===== config.mk =====
export PLATFORM = sky130hd
export DESIGN_NAME = bcd_mod_counter_flat
export DESIGN_NICKNAME = d
export VERILOG_FILES = /design/src/rtl/bcd_mod_counter_if.sv /design/src/rtl/bcd_mod_counter.sv /design/src/flat_wrapper.sv
export SDC_FILE = /design/constraint.sdc
export NUM_CORES = 1
export LEC_CHECK = 0
export BUFFER_PORTS_ARGS = -buffer_cell sky130_fd_sc_hd__buf_2
export CORE_ASPECT_RATIO = 1.2
export CORE_MARGIN = 4
export CORE_UTILIZATION = 56
export DETAILED_ROUTE_END_ITERATION = 12
export GPL_ROUTABILITY_DRIVEN = 0
export PLACE_DENSITY = 0.84
export SKIP_LAST_GASP = 1
export SLEW_MARGIN = 5
export SYNTH_ARGS = -nofsm -noshare
export SYNTH_HDL_FRONTEND = slang
export SYNTH_SLANG_ARGS = --single-unit

===== constraint.sdc =====
create_clock -name clk -period 3.45 [get_ports clk]
set_input_delay 0.5175 -clock clk [delete_from_list [all_inputs] [get_ports clk]]
set_output_delay 0.5175 -clock clk [all_outputs]
set_load 0.05 [all_outputs]

===== src/rtl/bcd_mod_counter_if.sv =====
`default_nettype none
// ============================================================================
//  Module   : bcd_mod_counter_if
//  Purpose  : Control/data bundle for one bcd_mod_counter stage.
//             The master side (previous stage or controller) drives the
//             enable, direction and parallel-load request.
//             The slave side (the counter) returns the count, the terminal
//             count, the cascade carry/borrow and the load-error flag.
//  Signals  : en        count enable (cascade input)
//             up        direction, 1 = increment, 0 = decrement
//             load      synchronous parallel load request
//             load_val  packed BCD load value, digit 0 in [3:0]
//             count     registered packed BCD count
//             tc        combinational terminal count
//             co        combinational carry/borrow to the next stage
//             load_err  one-cycle pulse after a rejected load
//  Revision : 1.0  initial release
// ============================================================================
interface bcd_mod_counter_if #(
    parameter int DIGITS = 2
);
    logic                  en;
    logic                  up;
    logic                  load;
    logic [4*DIGITS-1:0]   load_val;
    logic [4*DIGITS-1:0]   count;
    logic                  tc;
    logic                  co;
    logic                  load_err;

    modport master (
        output en,
        output up,
        output load,
        output load_val,
        input  count,
        input  tc,
        input  co,
        input  load_err
    );

    modport slave (
        input  en,
        input  up,
        input  load,
        input  load_val,
        output count,
        output tc,
        output co,
        output load_err
    );
endinterface
`default_nettype wire


===== src/rtl/bcd_mod_counter.sv =====
`default_nettype none
// ============================================================================
//  Module   : bcd_mod_counter
//  Purpose  : Parametrised multi-digit packed-BCD modulo counter.
//             Counts 0..MODULUS-1, up or down, with synchronous range-checked
//             parallel load and a cascade carry/borrow output, so that
//             seconds/minutes/hours/day stages can be chained co -> en.
//  Params   : DIGITS   number of BCD digits (1..4)
//             MODULUS  count range 0..MODULUS-1 (2..10**DIGITS)
//  Ports    : clk      rising-edge clock
//             rst      synchronous reset, active-high
//             bus      bcd_mod_counter_if.slave (en, up, load, load_val in;
//                      count, tc, co, load_err out)
//  Priority : rst > load > en > hold, evaluated on every rising edge.
//  Revision : 1.0  initial release
// ============================================================================
module bcd_mod_counter #(
    parameter int DIGITS  = 2,
    parameter int MODULUS = 60
) (
    input  wire logic            clk,
    input  wire logic            rst,
    bcd_mod_counter_if.slave     bus
);

    localparam int c_width = 4 * DIGITS;

    // ------------------------------------------------------------------------
    // Parameter legality, rejected at elaboration
    // ------------------------------------------------------------------------
    generate
        if (DIGITS < 1 || DIGITS > 4) begin : g_bad_digits
            $error("bcd_mod_counter: DIGITS must be in 1..4");
        end
        if (MODULUS < 2 || MODULUS > 10 ** DIGITS) begin : g_bad_modulus
            $error("bcd_mod_counter: MODULUS must be in 2..10**DIGITS");
        end
    endgenerate

    // Binary-to-packed-BCD conversion, evaluated only on constants.
    function automatic logic [c_width-1:0] f_to_bcd(input int value);
        int                 v;
        logic [c_width-1:0] r;
        v = value;
        r = '0;
        for (int k = 0; k < DIGITS; k++) begin
            r[4*k +: 4] = 4'(v % 10);
            v           = v / 10;
        end
        return r;
    endfunction

    // Largest legal count. MODULUS itself may be 10**DIGITS, which does not
    // fit in DIGITS nibbles, so every range test is phrased against this.
    localparam logic [c_width-1:0] c_max_bcd = f_to_bcd(MODULUS - 1);

    // ------------------------------------------------------------------------
    // State
    // ------------------------------------------------------------------------
    logic [c_width-1:0] r_count;
    logic               r_load_err;

    // ------------------------------------------------------------------------
    // Terminal count and cascade carry/borrow (no register stage, so the
    // next stage sees co on the same edge on which this stage wraps)
    // ------------------------------------------------------------------------
    logic w_at_max;
    logic w_at_zero;
    logic w_tc;
    logic w_co;

    assign w_at_max  = (r_count == c_max_bcd);
    assign w_at_zero = (r_count == '0);
    assign w_tc      = bus.up ? w_at_max : w_at_zero;
    assign w_co      = bus.en & ~bus.load & w_tc;

    // ------------------------------------------------------------------------
    // Digit chain: digit k steps when every lower digit is at 9 (up) or at
    // 0 (down). Only meaningful away from the modulus boundary; the wrap
    // value below replaces it there.
    // ------------------------------------------------------------------------
    logic [c_width-1:0] w_step_val;
    logic               w_chain;
    logic [3:0]         w_dig;

    always_comb begin
        w_step_val = r_count;
        w_chain    = 1'b1;
        w_dig      = 4'd0;
        for (int k = 0; k < DIGITS; k++) begin
            w_dig = r_count[4*k +: 4];
            if (w_chain) begin
                if (bus.up) begin
                    w_step_val[4*k +: 4] = (w_dig == 4'd9) ? 4'd0 : w_dig + 4'd1;
                end else begin
                    w_step_val[4*k +: 4] = (w_dig == 4'd0) ? 4'd9 : w_dig - 4'd1;
                end
            end
            w_chain = w_chain & (bus.up ? (w_dig == 4'd9) : (w_dig == 4'd0));
        end
    end

    // Wrap target when stepping out of the terminal count.
    logic [c_width-1:0] w_wrap_val;
    assign w_wrap_val = bus.up ? '0 : c_max_bcd;

    // ------------------------------------------------------------------------
    // Load validation: all nibbles decimal and value below MODULUS. Once
    // every nibble is known to be 0..9 the packed BCD compares in the same
    // order as the decimal value, so a plain magnitude compare suffices.
    // ------------------------------------------------------------------------
    logic w_digits_ok;
    logic w_load_ok;

    always_comb begin
        w_digits_ok = 1'b1;
        for (int k = 0; k < DIGITS; k++) begin
            if (bus.load_val[4*k +: 4] > 4'd9) begin
                w_digits_ok = 1'b0;
            end
        end
    end

    assign w_load_ok = w_digits_ok && (bus.load_val <= c_max_bcd);

    // ------------------------------------------------------------------------
    // Count register and load-error pulse
    // ------------------------------------------------------------------------
    always_ff @(posedge clk) begin
        if (rst) begin
            r_count    <= '0;
            r_load_err <= 1'b0;
        end else if (bus.load) begin
            // en is ignored in a load cycle, accepted or not.
            if (w_load_ok) begin
                r_count    <= bus.load_val;
                r_load_err <= 1'b0;
            end else begin
                r_load_err <= 1'b1;
            end
        end else begin
            r_load_err <= 1'b0;
            if (bus.en) begin
                r_count <= w_tc ? w_wrap_val : w_step_val;
            end
        end
    end

    // ------------------------------------------------------------------------
    // Outputs
    // ------------------------------------------------------------------------
    assign bus.count    = r_count;
    assign bus.load_err = r_load_err;
    assign bus.tc       = w_tc;
    assign bus.co       = w_co;

endmodule
`default_nettype wire

===== src/flat_wrapper.sv =====
// flat-port wrapper written by rule: the top's interface ports become plain ports
module bcd_mod_counter_flat 
#(
    parameter int DIGITS  = 2,
    parameter int MODULUS = 60
)
  (clk, rst, bus_en, bus_up, bus_load, bus_load_val, bus_count, bus_tc, bus_co, bus_load_err);
  bcd_mod_counter_if #(.DIGITS(DIGITS)) bus_i ();
  input  wire logic clk;
  input  wire logic rst;
  input wire logic [$bits(bus_i.en)-1:0] bus_en;
  input wire logic [$bits(bus_i.up)-1:0] bus_up;
  input wire logic [$bits(bus_i.load)-1:0] bus_load;
  input wire logic [$bits(bus_i.load_val)-1:0] bus_load_val;
  output wire logic [$bits(bus_i.count)-1:0] bus_count;
  output wire logic [$bits(bus_i.tc)-1:0] bus_tc;
  output wire logic [$bits(bus_i.co)-1:0] bus_co;
  output wire logic [$bits(bus_i.load_err)-1:0] bus_load_err;
  assign bus_i.en = bus_en;
  assign bus_i.up = bus_up;
  assign bus_i.load = bus_load;
  assign bus_i.load_val = bus_load_val;
  assign bus_count = bus_i.count;
  assign bus_tc = bus_i.tc;
  assign bus_co = bus_i.co;
  assign bus_load_err = bus_i.load_err;
  bcd_mod_counter #(.DIGITS(DIGITS), .MODULUS(MODULUS)) u_core (.clk(clk), .rst(rst), .bus(bus_i));
endmodule

==> results.yml, run 1 <==
synth:
  synthAdderAreaFrac: 0.0678
  async_reset_ff_frac: 0
  synthSimpleGateAreaFrac: 0.271
  synth_edf_count: 0
  synth_compound_area_frac: 0.299
  synthMuxAreaShare: 0.0353
  ys_types: 46
  ys_seq_elements: 9
  synthXorXnorAreaFrac: 0.0285
  synth_cells: 116
  ys_seq_area_frac: 0.195
  avgSynthCellArea_um2: 7.95
  syn-num-nets: 134
  synth_top_family_by_area: "compound AO/OA/AOI/OAI gates"
  ys.flop_type: "dfxtp_1"
  syn_area_um2: 922
  ys_warn_count: 0
sta:
  finalSetupTns_ns: 0
  rsz0062_at_grt: "no"
  layout_min_cycle_time_ns: 2.74
  fin_skew_ns: 0.00972
  setup_viol_count_final: 0
  fin_crit_sh: 0.793
  relSlewSlack: 0.716
  slew_viol_final: 0
  finalHoldViolCount: 0
  max_clock_freq_mhz: 366
  worstMarginPinSlew_ns: 0.426
cts:
  cts_hold_buf: 0
  clk_pin_slew_ns: 0.05
  cts_buffer_depth: 2
  cts_made_buffers: 3
  cts_setup_buffers: 0
  cts_root_buffer: "clkbuf_4"
  clock_latency_ns: 0.27
  cts_max_level: 1
  cts_tree: "done"
  cts_resized: 0
  cts.sinks: 9
detailed_routing:
  drt_iter0_markers: 27
  drc: 0
  route.vias.total: 922
  routed.top_layer: "met4"
  routed_via_density: 6.15
  postRouteAntennaNets: 0
  wl_met3_um: 138
  drt-met1-wl_um: 907
  wl_per_cell_um: 15.2
  dr_wl_met2_um: 1190
  dr.pass1.iters: 4
  wirelength_um: 2280
worst_setup_path:
  cp.arrival_ns: 2.22
  r2r_slack_ns: 1.28
  rr_startpoint: "u_core.bus.count[4]"
  rr_worst_depth: 7
  critPathCaptureType: "output port"
  start_kind: "flip-flop"
  cp.required_ns: 2.93
  critical_path_class: "flip-flop to output port"
  crit_path_max_fanout: 8
  reg2reg_to: "u_core.bus.count[6]"
cells_and_area:
  area_delta_synth_final_pct: 11.0
  final_layout_size_suffix_gt1_frac: 0.278
  diodes: 0
  layout.nets: 152
  utilization: 0.682
min_path:
  whs_path_depth: 3
  hold_end: "u_core.bus.count[6]"
  hold_path_startpoint: "bus_load_val[6]"
  hp-class: "input port to flip-flop"
power_and_ir_drop:
  ir_drop_mv: 0.371
  p_leak_uw: 0.000452
  power_density_nw_per_um2: 371
grt:
  grtUsageTotal: 0.219
  grt_overflow: 0
  first_global_vias: 818
  grt_max_degree: 17
  antenna_found_initial: 0
  grt_pass1_wl_um: 3760
job:
  cap_violations: 0
placement:
  hpwlAfterDp_um: 1730
  port_buffers: 23
die:
  dieArea_um2: 2360
  initial_utilization: 0.614
  core-area_um2: 1500
  die-width_um: 45.0
  num_rows: 15
  num_io_pins: 24
  die_h_um: 52.5
run_status:
  outcome: "finished clean"
-- where the power goes --
group | switching, µW | internal [µW]
clock network | 39.0 | 44.7
logic | 101 | 61.2
registers | 21.0 | 113
total | 161 | 218
-- flip-flops by register name, indices dropped and copies added (netlist names) --
name	flops
u_core.bus.count	8
u_core.bus.load_err	1
-- per-layer routing --
metal,vias up,GRT usage
met5,-,0
met4,0,0.117
met3,4,0.0550
met2,30,0.335
met1,431,0.275
li1,457,-
-- synth_stat cells, types with 2 or more instances --
| cell | count | area, µm² |
|---|---|---|
| nor2_1 | 6 | 22.5 |
| a221oi_2 | 3 | 45.0 |
| buf_6 | 2 | 22.5 |
| o21ai_0 | 9 | 45.0 |
| a31oi_1 | 2 | 12.5 |
| a21oi_1 | 7 | 35.0 |
| o31a_1 | 2 | 17.5 |
| clkbuf_1 | 2 | 7.51 |
| buf_2 | 4 | 20.0 |
| a211oi_1 | 3 | 22.5 |
| dfxtp_1 | 9 | 180 |
| nor3_1 | 4 | 20.0 |
| nand2b_1 | 3 | 18.8 |
| o21a_1 | 2 | 15.0 |
| inv_1 | 9 | 33.8 |
| xnor2_1 | 2 | 17.5 |
| nand3_1 | 4 | 20.0 |
| nand2_1 | 11 | 41.3 |
| ha_1 | 5 | 62.6 |
-- worst max-delay path, stage by stage (launching register included) --
cell and delay, ns:
dfxtp_1 0.37, inv_1 0.18, ha_1 0.24, nor3b_1 0.25
nor4b_4 0.30, or2_2 0.23, nor2b_1 0.13, buf_2 0.26
-- cell usage in the layout (no fill, tap or decap), drive strengths merged, types with 2 or more instances in the layout --
master  instances
buf            23
nand2          11
inv             9
o21ai           9
dfxtp           9
a21oi           7
nor2            6
ha              5
nand3           4
nor3            4
clkbuf          4
nand2b          3
a211oi          3
a221oi          3
xnor2           2
o21a            2
a31oi           2
o31a            2
nor4            2
or3             2
-- stage by stage --
step / worst slack [ns] / std cells / power (µW) / hold WS [ns] / cell area (µm²)
global placement: 0.965 / 146 / 293 / 0.620 / 997
CTS: 0.691 / 150 / 380 / 0.521 / 1020
global route: 0.554 / 150 / 403 / 0.540 / 1020
finish: 0.714 / 150 / 380 / 0.529 / 1020
detailed placement: 0.946 / 146 / 297 / 0.646 / 997
floorplan: 0.275 / 116 / 266 / 0.671 / 922
-- worst max-delay path by stage --
stage | startpoint | to | cells past startpoint
2_1_floorplan | u_core.bus.count[4] | bus_co | 7
3_3_place_gp | bus_up | bus_co | 6
3_5_place_dp | bus_up | bus_co | 6
4_1_cts | u_core.bus.count[4] | bus_co | 7
5_1_grt | u_core.bus.count[4] | bus_co | 7
6_report | u_core.bus.count[4] | bus_co | 7
-- logic make-up after synthesis --
| logic type | count (synthesis) |
|---|---|
| muxes | 2 |
| AOI/OAI and AO/OA | 37 |
| adders and majority gates | 5 |
| DFF | 9 |
| and+or+nand+nor | 41 |
| buffers and inverters | 19 |
| xor gates and xnor gates | 3 |
-- cell type report --
| type | count | area [µm²] |
|---|---|---|
| Clock buffer | 4 | 26.3 |
| Fill cell | 140 | 478 |
| Inverter | 9 | 33.8 |
| Multi-Input combinational cell | 88 | 647 |
| Sequential cell | 9 | 180 |
| Tap cell | 17 | 21.3 |
| Timing Repair Buffer | 23 | 115 |
No activity file was read; power rests on OpenSTA's default activity.
==> inputs of run 2 (changes only) <==
- ABC_AREA: unset -> 1
- CORE_UTILIZATION: 56 -> 47
- PLACE_DENSITY: 0.84 -> 0.75
- clock period: 3.45 -> 2.4 ns (I/O delays scaled with it)
==> run 2 against run 1 <==
Net effect: sequential power is 38% higher; worst hold slack worse by 0.15 ns; first-iteration DRC count is 30% lower; final cell count rose by 28%.
==> results.yml, run 2 <==
run_status:
  outcome: "finished clean"
sta:
  slew_viol_final: 0
  fin_crit_sh: 0.879
  finalSetupTns_ns: 0
  fin_skew_ns: 0.00929
  rsz0062_at_grt: "no"
  layout_min_cycle_time_ns: 2.11
  max_clock_freq_mhz: 474
  finalHoldViolCount: 0
  setup_viol_count_final: 0
  worstMarginPinSlew_ns: 0.359
  relSlewSlack: 0.761
worst_setup_path:
  cp.required_ns: 2.04
  reg2reg_to: "u_core.bus.count[5]"
  cp_cell_sequence: "inv_1 -> ha_1 -> nand2_1 -> nor2_2 -> nand2_2 -> a21oi_1 -> buf_2"
  r2r_slack_ns: 0.77
  crit_family: "buffers and inverters"
  cpMaxStageDelayCell: "dfxtp_1"
  cp.arrival_ns: 1.75
  rr_startpoint: "u_core.bus.count[4]"
  critPathCaptureType: "output port"
  critical_path_class: "flip-flop to output port"
  timing.critical_path.buf_inv: 2
  start_kind: "flip-flop"
  crit_path_max_fanout: 8
  max_stage_delay_ns: 0.35
  rr_worst_depth: 11
cts:
  clk_pin_slew_ns: 0.07
  cts_tree: "done"
  cts.sinks: 9
  cts_root_buffer: "clkbuf_4"
  cts_setup_buffers: 0
  cts_buffer_depth: 2
  cts_made_buffers: 3
  cts_max_level: 1
  clock_latency_ns: 0.27
  cts_resized: 0
  cts_hold_buf: 0
detailed_routing:
  wirelength_um: 2170
  drt_iter0_markers: 19
  dr.pass1.iters: 4
  route.vias.total: 1006
  wl_per_cell_um: 11.3
  postRouteAntennaNets: 0
  routed_via_density: 5.24
  drc: 0
cells_and_area:
  mostFrequentLayoutCells: "nand2_1, buf_2, inv_1, nand3_1, a21oi_1"
  largest_reg_flops: 8
  ff_latch_area_um2: 180
  final_layout_size_suffix_gt1_frac: 0.260
  layout.nets: 192
  final_common_cell: "nand2_1"
  area_delta_synth_final_pct: 15.1
  diodes: 0
  nFillCells: 180
  multiInputGateArea_um2: 626
power_and_ir_drop:
  ir_drop_mv: 0.387
  p_leak_uw: 0.000570
  total_power_uw: 548
  power_density_nw_per_um2: 516
synth:
  ys_top_cells_by_count: "nand2_1, inv_1, nand3_1"
  ys_seq_area_frac: 0.195
  yosysTopAreaCell: "dfxtp_1"
  synth_top_family_by_area: "simple AND/OR/NAND/NOR gates"
  synthTopCellsByArea: "dfxtp_1, nand2_1, inv_1"
  synth_edf_count: 0
  ys_types: 23
  synthAdderAreaFrac: 0.0678
  yosysMostFrequentCell: "nand2_1"
  synth_top_area_frac: 0.195
  async_reset_ff_frac: 0
  syn-num-nets: 168
  ys_seq_elements: 9
  avgSynthCellArea_um2: 6.15
  synthMuxAreaShare: 0
  ys.flop_type: "dfxtp_1"
  synthSimpleGateAreaFrac: 0.434
  syn_area_um2: 922
  synthXorXnorAreaFrac: 0.0190
  ys_warn_count: 0
  synth_compound_area_frac: 0.157
  synth_cells: 150
grt:
  grt_max_degree: 13
  antenna_found_initial: 0
  grt_overflow: 0
  grtUsageTotal: 0.172
  grt_pass1_wl_um: 3870
  first_global_vias: 937
die:
  dieArea_um2: 2740
  num_rows: 17
  die-width_um: 48.4
  initial_utilization: 0.498
  die_h_um: 56.5
  num_io_pins: 24
  core-area_um2: 1850
min_path:
  hp-class: "input port to flip-flop"
  whs_path_depth: 2
  hold_end: "u_core.bus.count[3]"
  hold_path_startpoint: "rst"
job:
  cap_violations: 0
placement:
  hpwlAfterDp_um: 1760
  port_buffers: 23
[run 2: changes by cell type after synthesis, moves of 4 or more]
cell     change
nand2_1     +26
inv_1       +11
nand3_1     +10
a21oi_1      +6
nand2_2      +5
buf_2        -4
inv_2        +4
nor2_1       +4
nor2_4       +4
nor3_1       -4
[run 2: layer usage]
metal,GRT usage,share of wire
met1,0.209,0.46
met2,0.289,0.48
met3,0.0239,0.042
met4,0.0870,0.019
met5,0,0
[run 2: power by group]
| group | switching (µW) | internal, µW |
|---|---|---|
| sequential | 22.4 | 162 |
| clock | 56.9 | 64.2 |
| combinational | 166 | 76.3 |
| total | 245 | 303 |
[run 2: per-stage QoR]
step | instance area [µm²] | hold slack, ns | utilization | std cells | worst slack (ns)
2_1_floorplan | 922 | 0.538 | - | 150 | 0.0310
3_3_place_gp | 1030 | 0.549 | 0.559 | 188 | 0.627
3_5_place_dp | 1030 | 0.560 | 0.559 | 188 | 0.603
4_1_cts | 1060 | 0.367 | 0.573 | 192 | 0.312
5_1_grt | 1060 | 0.395 | 0.573 | 192 | 0.151
6_report | 1060 | 0.376 | 0.573 | 192 | 0.291
[run 2: layout make-up]
cell class	instances	share of cell area
Tap cell	19	0.0224
Timing Repair Buffer	23	0.108
Clock buffer	4	0.0248
Inverter	24	0.0849
Multi-Input combinational cell	113	0.590
Sequential cell	9	0.170
[run 2: cells by family (layout without fill, tap and decap cells)]
kind of cell / count (synthesis) / in the layout
simple gates: 78 / 78
compound gates: 28 / 28
buf+inv: 28 / 51
flops: 9 / 9
fa+ha+maj: 5 / 5
xor+xnor: 2 / 2
[run 2: worst max path at each step]
stage / start / endpoint / cells past startpoint
3_3_place_gp: u_core.bus.count[4] / bus_co / 7
6_report: u_core.bus.count[4] / bus_co / 7
3_5_place_dp: u_core.bus.count[4] / bus_co / 7
5_1_grt: u_core.bus.count[4] / bus_co / 7
4_1_cts: u_core.bus.count[4] / bus_co / 7
2_1_floorplan: u_core.bus.count[4] / bus_co / 5
[run 2: worst register-to-register path: cells and delay by family (launching register included)]
| family | cells | cell delay [ns] |
|---|---|---|
| flops | 1 | 0.41 |
| simple gates | 6 | 0.45 |
| compound gates | 1 | 0.22 |
| buf+inv | 3 | 0.27 |
| fa+ha+maj | 1 | 0.23 |
